$ cat src/rtl/pipeline_ctrl.sv
// -----------------------------------------------------------------------------
// pipeline_ctrl
//
// Hazard and stall controller for a five-stage in-order pipeline. It arbitrates
// memory stalls, taken branches, instruction fetch waits and load-use hazards,
// and drives the load enables and flush/bubble controls of every stage register.
//
// Ports
//   clk            sole clock, all state updates on the rising edge
//   reset          asynchronous active-high reset
//   id_sr1/id_sr2  source register numbers of the instruction in decode
//   id_uses_sr1/2  decode instruction actually reads that source
//   ex_dest        destination register of the instruction in ID/EX
//   ex_is_load     ID/EX instruction is a load
//   ex_valid       ID/EX holds a valid instruction
//   imem_resp      instruction fetch completes this cycle
//   dmem_req       MEM stage access pending
//   dmem_resp      MEM stage access completes this cycle
//   br_taken       MEM stage resolved a taken branch, JMP or TRAP
//   pc_load .. mem_wb_load          stage register load enables
//   if_id_flush, id_ex_bubble,
//   ex_mem_flush                    stage loads a NOP/invalid entry instead
//   mem_wait       high while the controller sits in MEM_WAIT
//
// Optional feature (macro PIPE_CTRL_PERF_CNT_EN)
//   stall_cycles   saturating count of cycles with pc_load low
//   bubble_count   saturating count of cycles with id_ex_bubble high
// -----------------------------------------------------------------------------
module pipeline_ctrl (
  input  logic       clk,
  input  logic       reset,
  input  logic [2:0] id_sr1,
  input  logic [2:0] id_sr2,
  input  logic       id_uses_sr1,
  input  logic       id_uses_sr2,
  input  logic [2:0] ex_dest,
  input  logic       ex_is_load,
  input  logic       ex_valid,
  input  logic       imem_resp,
  input  logic       dmem_req,
  input  logic       dmem_resp,
  input  logic       br_taken,
  output logic       pc_load,
  output logic       if_id_load,
  output logic       id_ex_load,
  output logic       ex_mem_load,
  output logic       mem_wb_load,
  output logic       if_id_flush,
  output logic       id_ex_bubble,
  output logic       ex_mem_flush,
  output logic       mem_wait
`ifdef PIPE_CTRL_PERF_CNT_EN
  ,
  output logic [15:0] stall_cycles,
  output logic [15:0] bubble_count
`endif
);

  typedef enum logic [1:0] {
    RUN      = 2'b00,
    MEM_WAIT = 2'b01,
    FLUSH    = 2'b10
  } state_t;

  // Control vector layout:
  // {pc, if_id, id_ex, ex_mem, mem_wb loads, if_id_flush, id_ex_bubble, ex_mem_flush}
  localparam logic [7:0] CTRL_HOLD   = 8'b00000_000;
  localparam logic [7:0] CTRL_BRANCH = 8'b11111_111;
  localparam logic [7:0] CTRL_IFETCH = 8'b01111_100;
  localparam logic [7:0] CTRL_LDUSE  = 8'b00111_010;
  localparam logic [7:0] CTRL_NORMAL = 8'b11111_000;
  localparam logic [7:0] CTRL_FLUSH  = 8'b11111_100;
  localparam logic [7:0] CTRL_RESET  = 8'b00000_111;

  state_t     state, state_next;
  logic       flush_pend, flush_pend_next;
  logic       mem_stall, load_use;
  logic [7:0] run_ctrl, ctrl;

  assign mem_stall = dmem_req & ~dmem_resp;
  assign load_use  = ex_valid & ex_is_load &
                     ((id_uses_sr1 & (id_sr1 == ex_dest)) |
                      (id_uses_sr2 & (id_sr2 == ex_dest)));

  // Controls for a cycle in which memory is not stalling; shared by RUN and
  // by the response cycle that ends a MEM_WAIT.
  always_comb begin
    if (br_taken)
      run_ctrl = CTRL_BRANCH;
    else if (!imem_resp)
      run_ctrl = CTRL_IFETCH;
    else if (load_use)
      run_ctrl = CTRL_LDUSE;
    else
      run_ctrl = CTRL_NORMAL;
  end

  // A stall arriving during FLUSH means the wrong-path fetch has not yet been
  // discarded; flush_pend remembers to run FLUSH once the memory wait ends.
  always_comb begin
    ctrl            = CTRL_HOLD;
    state_next      = RUN;
    flush_pend_next = flush_pend;
    case (state)
      RUN: begin
        if (mem_stall) begin
          state_next = MEM_WAIT;
        end else begin
          ctrl       = run_ctrl;
          state_next = br_taken ? FLUSH : RUN;
        end
      end
      MEM_WAIT: begin
        if (!dmem_resp) begin
          state_next = MEM_WAIT;
        end else begin
          ctrl            = run_ctrl;
          state_next      = (br_taken || flush_pend) ? FLUSH : RUN;
          flush_pend_next = 1'b0;
        end
      end
      FLUSH: begin
        if (mem_stall) begin
          state_next      = MEM_WAIT;
          flush_pend_next = 1'b1;
        end else begin
          ctrl = CTRL_FLUSH;
        end
      end
      default: begin
        state_next = RUN;
      end
    endcase
    if (reset)
      ctrl = CTRL_RESET;
  end

  assign {pc_load, if_id_load, id_ex_load, ex_mem_load, mem_wb_load,
          if_id_flush, id_ex_bubble, ex_mem_flush} = ctrl;

  assign mem_wait = (state == MEM_WAIT) && !reset;

  always_ff @(posedge clk or posedge reset) begin
    if (reset) begin
      state      <= RUN;
      flush_pend <= 1'b0;
    end else begin
      state      <= state_next;
      flush_pend <= flush_pend_next;
    end
  end

`ifdef PIPE_CTRL_PERF_CNT_EN
  // Counters stick at all-ones instead of wrapping.
  always_ff @(posedge clk or posedge reset) begin
    if (reset) begin
      stall_cycles <= 16'd0;
      bubble_count <= 16'd0;
    end else begin
      if (!pc_load && (stall_cycles != 16'hFFFF))
        stall_cycles <= stall_cycles + 16'd1;
      if (id_ex_bubble && (bubble_count != 16'hFFFF))
        bubble_count <= bubble_count + 16'd1;
    end
  end
`endif

endmodule

$ cat config.mk
export PLATFORM = sky130hd
export DESIGN_NAME = pipeline_ctrl
export DESIGN_NICKNAME = d
export VERILOG_FILES = /design/src/rtl/pipeline_ctrl.sv
export SDC_FILE = /design/constraint.sdc
export NUM_CORES = 1
export LEC_CHECK = 0
export BUFFER_PORTS_ARGS = -buffer_cell sky130_fd_sc_hd__buf_2
export CORE_AREA = 4 4 41 43
export CTS_CLUSTER_DIAMETER = 60
export DETAILED_ROUTE_END_ITERATION = 16
export DIE_AREA = 0 0 45 47
export GPL_ROUTABILITY_DRIVEN = 1
export HOLD_SLACK_MARGIN = 0.05
export PLACE_DENSITY = 0.58
export SYNTH_ARGS = -nofsm -noshare
export SYNTH_HDL_FRONTEND = slang
export SYNTH_SLANG_ARGS = --single-unit
$ cat constraint.sdc
create_clock -name clk -period 1.25 [get_ports clk]
set_input_delay 0.25 -clock clk [delete_from_list [all_inputs] [get_ports clk]]
set_output_delay 0.25 -clock clk [all_outputs]
set_load 0.02 [all_outputs]
* Word level (Yosys, flattened, before mapping)
Cells that the tools add are included.
** Word-level totals
- Bits in registers :: 3
- Input port bits :: 19
- Output and inout port bits :: 9
** Cells by class
- Equal/unequal tests :: 6
- Mux-type cells :: 17
- Bitwise gates (word level) :: 7
- Reduce and logical (&&, ||, !) cells :: 6
** Operator list (count)
- 2-to-1 mux 8 bit :: 7
- case mux 8 bit (3 select lines) :: 1
- 2-to-1 mux 2 bit :: 4
- equality test 3 bit :: 2
- case mux 2 bit (3 select lines) :: 1
- AND 1 bit :: 5
- inequality test 2 bit (second input constant) :: 2
- 2-to-1 mux 1 bit :: 3
- AND reduction 3 bit :: 1
- equality test 2 x 1 -> 1 bit (second input constant) :: 1
- equality test 2 bit (second input constant) :: 1
- logical NOT 2 bit :: 1
- case mux 1 bit (2 select lines) :: 1
- nonzero test 2 bit :: 1
- logical AND 1 bit :: 1
- logical NOT 1 bit :: 1
- logical OR 1 bit :: 1
- NOT 1 bit :: 1
- bitwise OR 1 bit :: 1

* Longest topological paths before layout
- Depth in word-level cells :: 10
- Depth in mapped cells :: 5
- Gate-level depth less buffers :: 4

* Worst setup path after synthesis
Ideal clock, no wire load.
- Path kind :: register -> output
- Start point :: register state[1]
- End point :: output port pc_load
- Arrival :: 1.743 ns
- Required time :: 1.000 ns
- Setup slack :: -0.743 ns
- Stages on the path, launching flop included :: 5
- Path buffers :: 0
- Cell sequence :: dfrtp_1 nand2b_1 a211oi_2 a211oi_1 a2111oi_1
** Between the ends
- Cells in the longest elaborated chain, start to end :: 3
** Ends and longest elaborated chain
- start: declaration :: RTL line 75 : state_t state, state_next;
- start signal: assignment :: RTL line 148 : state <= state_next;
- equality test 2 bit (tied with other cells) :: RTL line 104 : case (state)
- case mux 8 bit (3 select lines) * :: RTL line 104
- 2-to-1 mux 8 bit * :: RTL line 134 : if (reset)
- end: declaration :: RTL line 43 : output logic pc_load,
Mark *: on every way between the ends. The rest lies on a longest branch, timed or not.

* Worst setup path after layout
Same ends and word-level chain as after synthesis.

==> summary.md <==
| Metric | Value |
|---|---|
| GPL Wtd Cong | between 0.6 and 0.7 |
| Final period util | 1.51 |
| Clock sink count | 3 |
| Routed wl met2 | 728 um |
| RSZ-0062 raised after global routing | true |
| Fin crit period | 1.89 ns |
| DR WL/cell | roughly 13 um |
| Worst-path clk slew | 0.04 ns |
| Core Footprint | 1300 um^2 |
| Mapped Area | around 350 um^2 |
| CTS tree | built |
| Post-route setup slack | -0.636 ns |
| H-tree depth | 1 |
| Seq/Total Area, Yosys | 0.216 |
| DRT Pass-1 Iters | 4 |
| Starting Density | 0.267 |
| Top delay family on crit path | compound AO/OA/AOI/OAI gates |
| Critical path arrival | approximately 1.6 ns |
| Most common library cells after synthesis | xnor2_1 (6), nand2_1 (5), nor2_1 (5), a21oi_1 (4) |
| CTS Buffer Depth | 2 |
| Least-Margin Pin Slew | 0.268 ns |
| Ys Warns | 0 |
| First-pass GRT wire length | 2.19 mm |
| Total grt overflow | 0 |
| Yosys top cell by area | dfrtp_1 |
| Die footprint | 2120 um^2 |
| Int Power | ~0.44 mW |
| DRT iter0 DRCs | 6 |
| Setup Crit Path Kind | register to primary output |
| Top Layer Used | met4 |
| Clock network power share | 0.254 |
| Leak | 0.367 nW |
| Total Routed Length | between 1 and 1.5 mm |
| Routed length on met3 | 79 um |
| Worst Path Buf+Inv | 1 |
| Pwr Density | a little under 900 nW/um^2 |
| Logic pwr share | 0.546 |
| CP Launch Type | register |
| Worst Hold Class | input port to register |
| Clk_skew | 0.00276 ns |
| Critical Path RT | 1.00 ns |
| Initial antenna violation count | 0 |
| Die Y | 47 um |
| Largest net degree at the start of global routing | 7 |
| Failing checks | negative setup slack |
| Vias in the first global route | 543 |
| Outcome | finished with violations |
| Gr usage total | 0.148 |
| Fraction of registers with async set/reset | 1.00 |
| Flop pwr share | 0.200 |
| Fin. Hold Viols | 0 |
| Placed cells | 96 |
| Root buffer cell | clkbuf_4 |
| Final setup TNS | -3.86 ns |
| Synth Register Bits | 3 |
| Top cells by area, synth | dfrtp_1 (22%), xnor2_1 (15%), a21oi_1 (5.8%) |
| Clk_lat worst skew | 0.24 ns |
| Max Cap Viol | 0 |
| Die X | 45 um |
| DRT met1 WL | 466 um |
| Slew Limit Headroom | 0.822 |
| Area growth from synthesis to layout | 122% |
| Worst-path maximum fanout | 3 |
| Drt drc | 0 |
| Synth top area share | 0.216 |
| F_max | ~530 MHz |
| Maximum vdd ir drop | 0.500 mV |
| Most frequent cell after synthesis | xnor2_1 |
| Final #Nets | roughly 110 |
| Setup Viol. Count Final | 9 |
| Switching share of power | 0.358 |
| Max stage delay on crit path | 0.39 ns |
| Fin cells | about 100 |
| Final ANT Viol Nets | 0 |
| Syn Area/Cell | 7.56 um^2 |
| Cell area after layout | 773 um^2 |
| CTS Buf Count | 3 |
| Sw Pwr | 0.247 mW |
| # IOs | 28 |
| Slowest CP cell | dfrtp_1 |
| Post-synth cell types | 21 |
| Post-DP Area | 629 um^2 |
| CP endpoint kind | primary output |
| Number of enable flip-flop cells after synthesis | 0 |
| Std-Cell Rows | 13 |
| Final antenna diode count | 0 |
| # port buffers | 27 |
| Via count | 500 |
| Ys flop type | dfrtp_1 |
| Share of cells above drive strength 1 | 0.640 |
| Critical-path cell list | nand2b_4, a211oi_4, a21oi_2, a2111oi_4, buf_4 |
| Via density | approximately 4.8 |
| DP HPWL | 1.08 mm |
| Post-Syn Instances | 46 |
| Total power | 0.691 mW |
| Post-synth net total | 65 |
| Slew Limit Fails | 0 |
==> registers in the layout, indices dropped and copies added, names as in the netlist <==
| name | flops |
|---|---|
| state | 2 |
| flush_pend | 1 |
==> tightest hold or removal path: stages <==
cell and delay (ns):
buf_2 0.12, buf_4 0.14, a21oi_1 0.05
==> cell families (layout without fill, tap and decap cells) <==
logic type	Yosys count	after routing	share of synthesized area
XOR/XNOR	6	6	0.151
buffers and inverters	5	48	0.0791
flip-flops	3	3	0.216
AND/OR/NAND/NOR	17	17	0.234
AO/OA/AOI/OAI	15	15	0.320
==> power by group through the flow <==
| stage | Sequential, mW | Combinational, mW | Clock (mW) |
|---|---|---|---|
| global placement | 0.137 | 0.295 | 0 |
| CTS | 0.138 | 0.376 | 0.181 |
| finish | 0.138 | 0.377 | 0.176 |
| floorplan | 0.132 | 0.190 | 0 |
| global route | 0.141 | 0.406 | 0.188 |
| detailed placement | 0.138 | 0.301 | 0 |
==> metal layers <==
| metal | up-vias | track usage |
|---|---|---|
| li1 | 243 | - |
| met1 | 232 | 0.139 |
| met2 | 20 | 0.277 |
| met3 | 5 | 0.0421 |
| met4 | 0 | 0.105 |
| met5 | - | 0 |
==> worst paths after layout <==
check / startpoint / to / slack (ns) / cells after the start
setup / recovery: state[1] / pc_load / -0.64 / 5
hold / removal: dmem_resp / state[0] / 0.36 / 3
setup reg to reg: state[0] / state[1] / 0.15 / 4
hold reg to reg: flush_pend / flush_pend / 0.52 / 2
max in group asynchronous: reset / state[0] / 0.56 / 4
min in group asynchronous: reset / state[1] / 0.59 / 4
==> through the flow <==
stage	hold slack, ns	utilization	worst slack [ns]
6_report	0.361	0.594	-0.636
2_1_floorplan	0.0118	-	-0.355
3_5_place_dp	0.302	0.484	-0.423
5_1_grt	0.373	0.594	-0.716
3_3_place_gp	0.295	0.484	-0.383
4_1_cts	0.361	0.588	-0.669
==> cell type report <==
type,instances,area (um^2)
clock buffers,4,26.3
fillers,131,528
inverters,2,7.51
multi-input cells,38,334
flip-flops and latches,3,76.3
well taps,15,18.8
repair buffers,42,310
==> what timing repair did <==
item / 4_1_cts / 5_1_grt
endpoints found under the setup margin: 9 / 9
setup buffers: 3 / 2
hold buffers: 1 / 0
pin swaps: 6 / 4
endpoints found under the hold margin: 2 / 0
resized for setup: 25 / 3
==> cells in the final DEF (no fill, tap or decap), types with 2 or more instances in the layout <==
master    netlist  layout
buf_2           1      18
inv_1           2       2
nand2_1         5       5
nand4_1         2       2
clkbuf_4        0       3
a21oi_1         4       2
dfrtp_1         3       2
xnor2_1         6       6
nor2_1          5       2
a21o_1          2       2
nand2b_1        3       2
nor2_4          0       2
buf_4           2      13
nor2b_1         2       2
a21oi_2         0       2
buf_6           0      10
Note: power is estimated with default switching activity, not from simulation.
